File: config.mk
export PLATFORM = sky130hd
export DESIGN_NAME = pipe_add_sub
export DESIGN_NICKNAME = d
export VERILOG_FILES = /design/src/rtl/pipe_add_sub.sv
export SDC_FILE = /design/constraint.sdc
export NUM_CORES = 1
export LEC_CHECK = 0
export BUFFER_PORTS_ARGS = -buffer_cell sky130_fd_sc_hd__clkbuf_2
export CORE_MARGIN = 1.5
export CORE_UTILIZATION = 50
export DETAILED_ROUTE_END_ITERATION = 8
export PLACE_DENSITY = 0.81
export SYNTH_ARGS = -nofsm -noshare
export SYNTH_HDL_FRONTEND = slang
export SYNTH_SLANG_ARGS = --single-unit
File: constraint.sdc
create_clock -name clk -period 3.06 [get_ports clk]
set_input_delay 0.153 -clock clk [delete_from_list [all_inputs] [get_ports clk]]
set_output_delay 0.153 -clock clk [all_outputs]
set_load 0.05 [all_outputs]
File: src/rtl/pipe_add_sub.sv
// Carry-pipelined adder/subtractor with valid/ready flow control and a global stall.
// Optional feature: define SATURATE_EN to clamp overflowing results to the signed limits.
`timescale 1ns/1ps
module pipe_add_sub #(
  parameter int WIDTH  = 16,
  parameter int STAGES = 2
) (
  input  logic             clk,
  input  logic             rst,
  input  logic             in_valid,
  output logic             in_ready,
  input  logic [WIDTH-1:0] a,
  input  logic [WIDTH-1:0] b,
  input  logic             cin,
  input  logic             sub,
  output logic             out_valid,
  input  logic             out_ready,
  output logic [WIDTH-1:0] sum,
  output logic             cout,
  output logic             ovf
);

  localparam int SL = WIDTH / STAGES;
  localparam int L  = STAGES - 1;

  logic             w_stall;
  logic [WIDTH-1:0] w_b_eff;
  logic             w_c0;

  logic [WIDTH-1:0] w_a_in     [STAGES];
  logic [WIDTH-1:0] w_b_in     [STAGES];
  logic [WIDTH-1:0] w_s_in     [STAGES];
  logic             w_c_in     [STAGES];
  logic             w_v_in     [STAGES];
  logic [SL:0]      w_slice    [STAGES];
  logic [WIDTH-1:0] w_s_next   [STAGES];
  logic             w_c_next   [STAGES];
  logic [WIDTH-1:0] w_sum_final;
  logic             w_ovf;

  logic [WIDTH-1:0] r_a [STAGES];
  logic [WIDTH-1:0] r_b [STAGES];
  logic [WIDTH-1:0] r_s [STAGES];
  logic             r_c [STAGES];
  logic             r_v [STAGES];
  logic             r_ovf;

  // Subtraction is a + ~b + 1, so cin is replaced by a forced carry of one.
  assign w_b_eff = sub ? ~b : b;
  assign w_c0    = sub ? 1'b1 : cin;

  assign w_stall  = r_v[L] & ~out_ready;
  assign in_ready = ~w_stall & ~rst;

  for (genvar k = 0; k < STAGES; k++) begin : g_stage
    if (k == 0) begin : g_first
      assign w_a_in[k] = a;
      assign w_b_in[k] = w_b_eff;
      assign w_s_in[k] = {WIDTH{1'b0}};
      assign w_c_in[k] = w_c0;
      assign w_v_in[k] = in_valid;
    end else begin : g_next
      assign w_a_in[k] = r_a[k-1];
      assign w_b_in[k] = r_b[k-1];
      assign w_s_in[k] = r_s[k-1];
      assign w_c_in[k] = r_c[k-1];
      assign w_v_in[k] = r_v[k-1];
    end

    // Each stage fills in its own slice; the upper slices of w_s_in are still zero.
    assign w_slice[k]  = {1'b0, w_a_in[k][k*SL +: SL]}
                       + {1'b0, w_b_in[k][k*SL +: SL]}
                       + {{SL{1'b0}}, w_c_in[k]};
    assign w_s_next[k] = w_s_in[k] | (WIDTH'(w_slice[k][SL-1:0]) << (k*SL));
    assign w_c_next[k] = w_slice[k][SL];
  end

  assign w_ovf = (w_a_in[L][WIDTH-1] == w_b_in[L][WIDTH-1])
              && (w_s_next[L][WIDTH-1] != w_a_in[L][WIDTH-1]);

`ifdef SATURATE_EN
  // Clamp toward the sign shared by both effective operands.
  always_comb begin
    w_sum_final = w_s_next[L];
    if (w_ovf) begin
      if (w_a_in[L][WIDTH-1]) begin
        w_sum_final = {1'b1, {(WIDTH-1){1'b0}}};
      end else begin
        w_sum_final = {1'b0, {(WIDTH-1){1'b1}}};
      end
    end else begin
      w_sum_final = w_s_next[L];
    end
  end
`else
  assign w_sum_final = w_s_next[L];
`endif

  // Whole pipeline advances together; data registers only load on valid slots.
  always_ff @(posedge clk) begin
    if (rst) begin
      for (int k = 0; k < STAGES; k++) begin
        r_v[k] <= 1'b0;
        r_a[k] <= {WIDTH{1'b0}};
        r_b[k] <= {WIDTH{1'b0}};
        r_s[k] <= {WIDTH{1'b0}};
        r_c[k] <= 1'b0;
      end
      r_ovf <= 1'b0;
    end else if (!w_stall) begin
      for (int k = 0; k < STAGES; k++) begin
        r_v[k] <= w_v_in[k];
        if (w_v_in[k]) begin
          r_a[k] <= w_a_in[k];
          r_b[k] <= w_b_in[k];
          r_s[k] <= (k == L) ? w_sum_final : w_s_next[k];
          r_c[k] <= w_c_next[k];
        end
      end
      if (w_v_in[L]) begin
        r_ovf <= w_ovf;
      end
    end
  end

  assign out_valid = r_v[L];
  assign sum       = r_s[L];
  assign cout      = r_c[L];
  assign ovf       = r_ovf;

endmodule

* Yosys cells after proc, flatten, opt, wreduce, memory -nomap -nowiden *
Memory sizes are Yosys's and may differ from the RTL's.
Cells that the tools add are included.

cells by class
  add/subtract/negate cells = 4
  eq/ne operators = 2
  muxes and demuxes = 25
  bitwise operators = 17
  reduce and logical (&&, ||, !) cells = 2

operators by type and width
  kind                                    number
  16-bit 2-to-1 mux                       7
  8-bit by 8-bit adder with 9-bit output  2
  9-bit by 1-bit adder with 9-bit output  2
  1-bit 2-to-1 mux                        18
  16-bit NOT                              1
  16-bit bitwise OR                       1
  1-bit bitwise OR                        10
  1-bit NOT                               3
  1-bit AND                               2
  2-bit AND reduction                     1
  1-bit equality test                     1
  1-bit logical AND                       1
  1-bit inequality test                   1

word-level totals
  flip-flop bits (word level) = 1
  memory bits (writable) = 100
  bits of input ports = 38
  word-level logic and storage cells = 56
  memories = 5

memory list
  name  depth  bits a word  rd ports  clocked after memory_dff  wr ports  line  source
  r_a   2      16           1         0                         2         41    logic [WIDTH-1:0] r_a [STAGES];
  r_b   2      16           1         0                         2         42    logic [WIDTH-1:0] r_b [STAGES];
  r_s   2      16           2         0                         2         43    logic [WIDTH-1:0] r_s [STAGES];
  r_c   2      1            2         0                         2         44    logic r_c [STAGES];
  r_v   2      1            2         0                         2         45    logic r_v [STAGES];

* Depth between registers and ports, before layout *
  word-level depth = 6
  depth in mapped cells = 10

* Least setup slack after synthesis *
OpenSTA, ideal clock, no wires.

  path kind = input to register
  start = input port sub
  end = memory r_c[0][0] (data pin)
  data arrival time = 2.267 ns
  data required time = 2.801 ns
  path slack = 0.534 ns
  cell stages on the path = 10
  buffers on the path = 2
  path through = buf_2 buf_2 or2_2 fa_1 inv_1 fa_1 nor2b_4 o31a_1 o31a_1 o31a_1

RTL lines
  what             line  source
  start, declared  15    input logic sub,
  end, declared    44

==> run summary <==
Min-Delay Path Class -> in2reg
Hold buffer count at CTS -> 0
Initial DRC Count -> 104
Post-route ant nets -> 0
Post-Synth Simple-Gate Area -> 0.143
Reg clk slew, reported paths -> 0.08 ns
Yosys cell types -> 39
Top cells by area, synth -> edfxtp_1, ha_1, and2_1
Nets -> 319
Leakage -> 0.00129 uW
Vias in the first global route -> 1490
Wirelength, routed -> 4.26 mm
ANT cells -> 0
Die Wd -> 75.4 um
IO Pins -> 58
Clock buffer count from CTS -> 5
Post-CTS sizing -> 0
Share of Yosys cell area claimed by the top area cell type -> 0.505
Commonest non-fill, non-tap cell in the layout -> clkbuf_2
Commonest cells after routing, fill and taps aside -> clkbuf_2, edfxtp_1, nor2_1
Drc violations -> 0
Power Internal -> 1140 uW
Via/cell ratio -> 4.99
PD cells -> 548 mW/mm^2
Post-synthesis xor/xnor area fraction -> 0.0635
Layout cell share with drive strength beyond 1 -> 0.280
Max Fanout on Critical Path -> 3
Worst Path Required -> 3.12 ns
Slew @ Worst Pin -> 0.955 ns
Syn Nets -> 275
RSZ-0062 raised after global routing -> no
Total number of vias -> 1665
First-pass GRT wire length -> 6.82 mm
Post-synthesis cell area -> 0.00262 mm^2
DR WL/cell -> 12.7 um
Seq/Total Area, Yosys -> 0.512
Gate power share -> 0.257
Initial core utilization -> 0.516
Post-CTS setup buffers -> 0
Port Buffers -> 57
Final min period -> 2.44 ns
Syn_area_per_cell -> 12.0 um^2
WP buf/inv -> 0
Startpoint types -> flip-flop
Synth Area in Compound Gates -> 0.108
Fin. max-slew vios -> 0
Drt pass-1 iters -> 4
TritonCTS clock tree -> done
Largest family of logic cells by synthesized area -> simple AND/OR/NAND/NOR gates
Clock power share -> 0.267
Synthesized flop and latch total -> 45
HPWL Detailed -> 3.24 mm
Switch share -> 0.296
CTS root buf -> clkbuf_8
Post-synthesis async set-or-reset flop share -> 0
Post-synthesis adder-cell area fraction -> 0.0975
Post-synth top area cell -> edfxtp_1
Peak Freq -> 410 MHz
Worst-Skew Late Latency -> 0.29 ns
Worst Skew -> 0.00429 ns
GP Congestion -> 0.848
Critical path arrival -> 2.50 ns
Synth Warn # -> 0
CP peak stage delay -> 0.51 ns
Final Cycle Share -> 0.798
CTS Buffer Depth -> 2
Core ar. -> 0.00507 mm^2
FP Rows -> 26
WS Path Type -> reg2reg
Initial antenna violation count -> 0
CTS Sinks -> 45
Total die area -> 0.00568 mm^2
Cell Chain, Critical Path -> fa_1, fa_1, a211oi_2, o21bai_1, a211o_1, and3_1
Largest net degree at the start of global routing -> 26
Slew HR -> 0.363
Height of the die -> 75.4 um
Setup tns final -> 0 ns
H-Tree Depth -> 2
Number of synthesized flops with an enable pin -> 44
Grt ovf -> 0
Setup crit end kind -> flip-flop
Cell mode on critical path -> fa_1
Ys flop type -> edfxtp_1
Synth-to-layout area growth -> 13.1%
P_sw -> 480 uW
Final core occ -> 0.584
Crit-path leading delay family -> adder cells
Overall Global Routing Usage -> 0.163
Max_cap viols -> 0
Peak supply drop -> 228 uV
Mux contribution to synthesized area -> 0.00764
Final Hold Fails -> 0
Flop pwr share -> 0.476
Setup Viol. Count Final -> 0
Crit path max-delay cell type -> fa_1
Status -> finished clean
Post-Syn Instances -> 219
## logic make-up (layout without fill, tap and decap cells)
group / Yosys count / in the layout
AND/OR/NAND/NOR: 69 / 69
flip-flops: 45 / 45
AO/OA/AOI/OAI: 38 / 38
buffers and inverters: 28 / 73
XOR/XNOR: 19 / 19
adder cells (fa/ha/maj): 18 / 18
multiplexers: 2 / 2
## synth_stat cells (2+ instances only)
library cell / count
o2111ai_1: 2
nor2_1: 24
nand2_1: 4
o31a_1: 3
buf_4: 16
xor2_1: 8
mux2i_1: 2
nand3_1: 2
o21bai_1: 3
and2_1: 21
o21a_1: 3
and3_1: 3
o21ai_0: 5
a21oi_1: 7
edfxtp_1: 44
a211oi_1: 4
nor3_1: 4
a21o_1: 4
xnor2_1: 11
inv_1: 6
a211oi_2: 2
fa_1: 4
nor2b_4: 2
ha_1: 14
buf_2: 4
nand2b_1: 4
## state kept, by name, indices dropped and copies added (netlist names)
signal / flops
r_a: 8
r_v: 2
r_b: 8
ovf: 1
r_s: 24
r_c: 2
## power by group through the flow
stage          Sequential (uW)  Clock, uW  Combinational (uW)
4_1_cts                    774        444                 418
6_report                   773        434                 417
2_1_floorplan              790          0                 340
3_5_place_dp               788          0                 415
5_1_grt                    780        466                 457
3_3_place_gp               786          0                 403
## metal layers
layer	part of all wire	wire [um]	track usage	up-vias
met2	0.46	1950	0.255	54
met3	0.058	246	0.0410	6
met5	0	0	0	-
met1	0.47	2000	0.221	760
li1	-	-	-	845
met4	0.015	64	0.0635	0
## worst register-to-register path, delay by kind of cell, from the launching register on
kind	cells	cell delay, ns
adder cells (fa/ha/maj)	2	0.97
AO/OA/AOI/OAI	3	0.64
flip-flops	1	0.42
AND/OR/NAND/NOR	1	0.18
## final cells by class
cell class	count	area [um^2]
Multi-Input combinational cell	146	1100
Timing Repair Buffer	59	300
Clock buffer	5	68.8
Tap cell	70	87.6
Sequential cell	45	1340
Clock inverter	3	41.3
Inverter	6	22.5
Fill cell	444	2110
## metrics by stage
step                power [uW]  instances  cell area [um^2]  hold WS, ns  setup slack [ns]
floorplan                 1130        219              2620        0.351             0.534
global placement          1190        326              2850        0.433             0.708
detailed placement        1200        326              2850        0.433             0.626
CTS                       1640        334              2960        0.123             0.620
global route              1700        334              2960        0.125             0.555
finish                    1620        334              2960        0.130             0.619
## path summary, 6_finish.rpt
kind                                              start                       end  slack (ns)  cells after the start
worst max-delay path            r_c[0][0]$_SDFFCE_PN0P_  r_s[0][30]$_SDFFCE_PN0P_        0.62                      6
worst min-delay path                              a[11]  r_a[0][11]$_SDFFCE_PN0P_        0.13                      2
worst max register to register  r_c[0][0]$_SDFFCE_PN0P_  r_s[0][30]$_SDFFCE_PN0P_        0.62                      6
worst min register to register         ovf$_SDFFE_PP0P_          ovf$_SDFFE_PP0P_        0.47                      2
(Power assumes the default switching activity.)
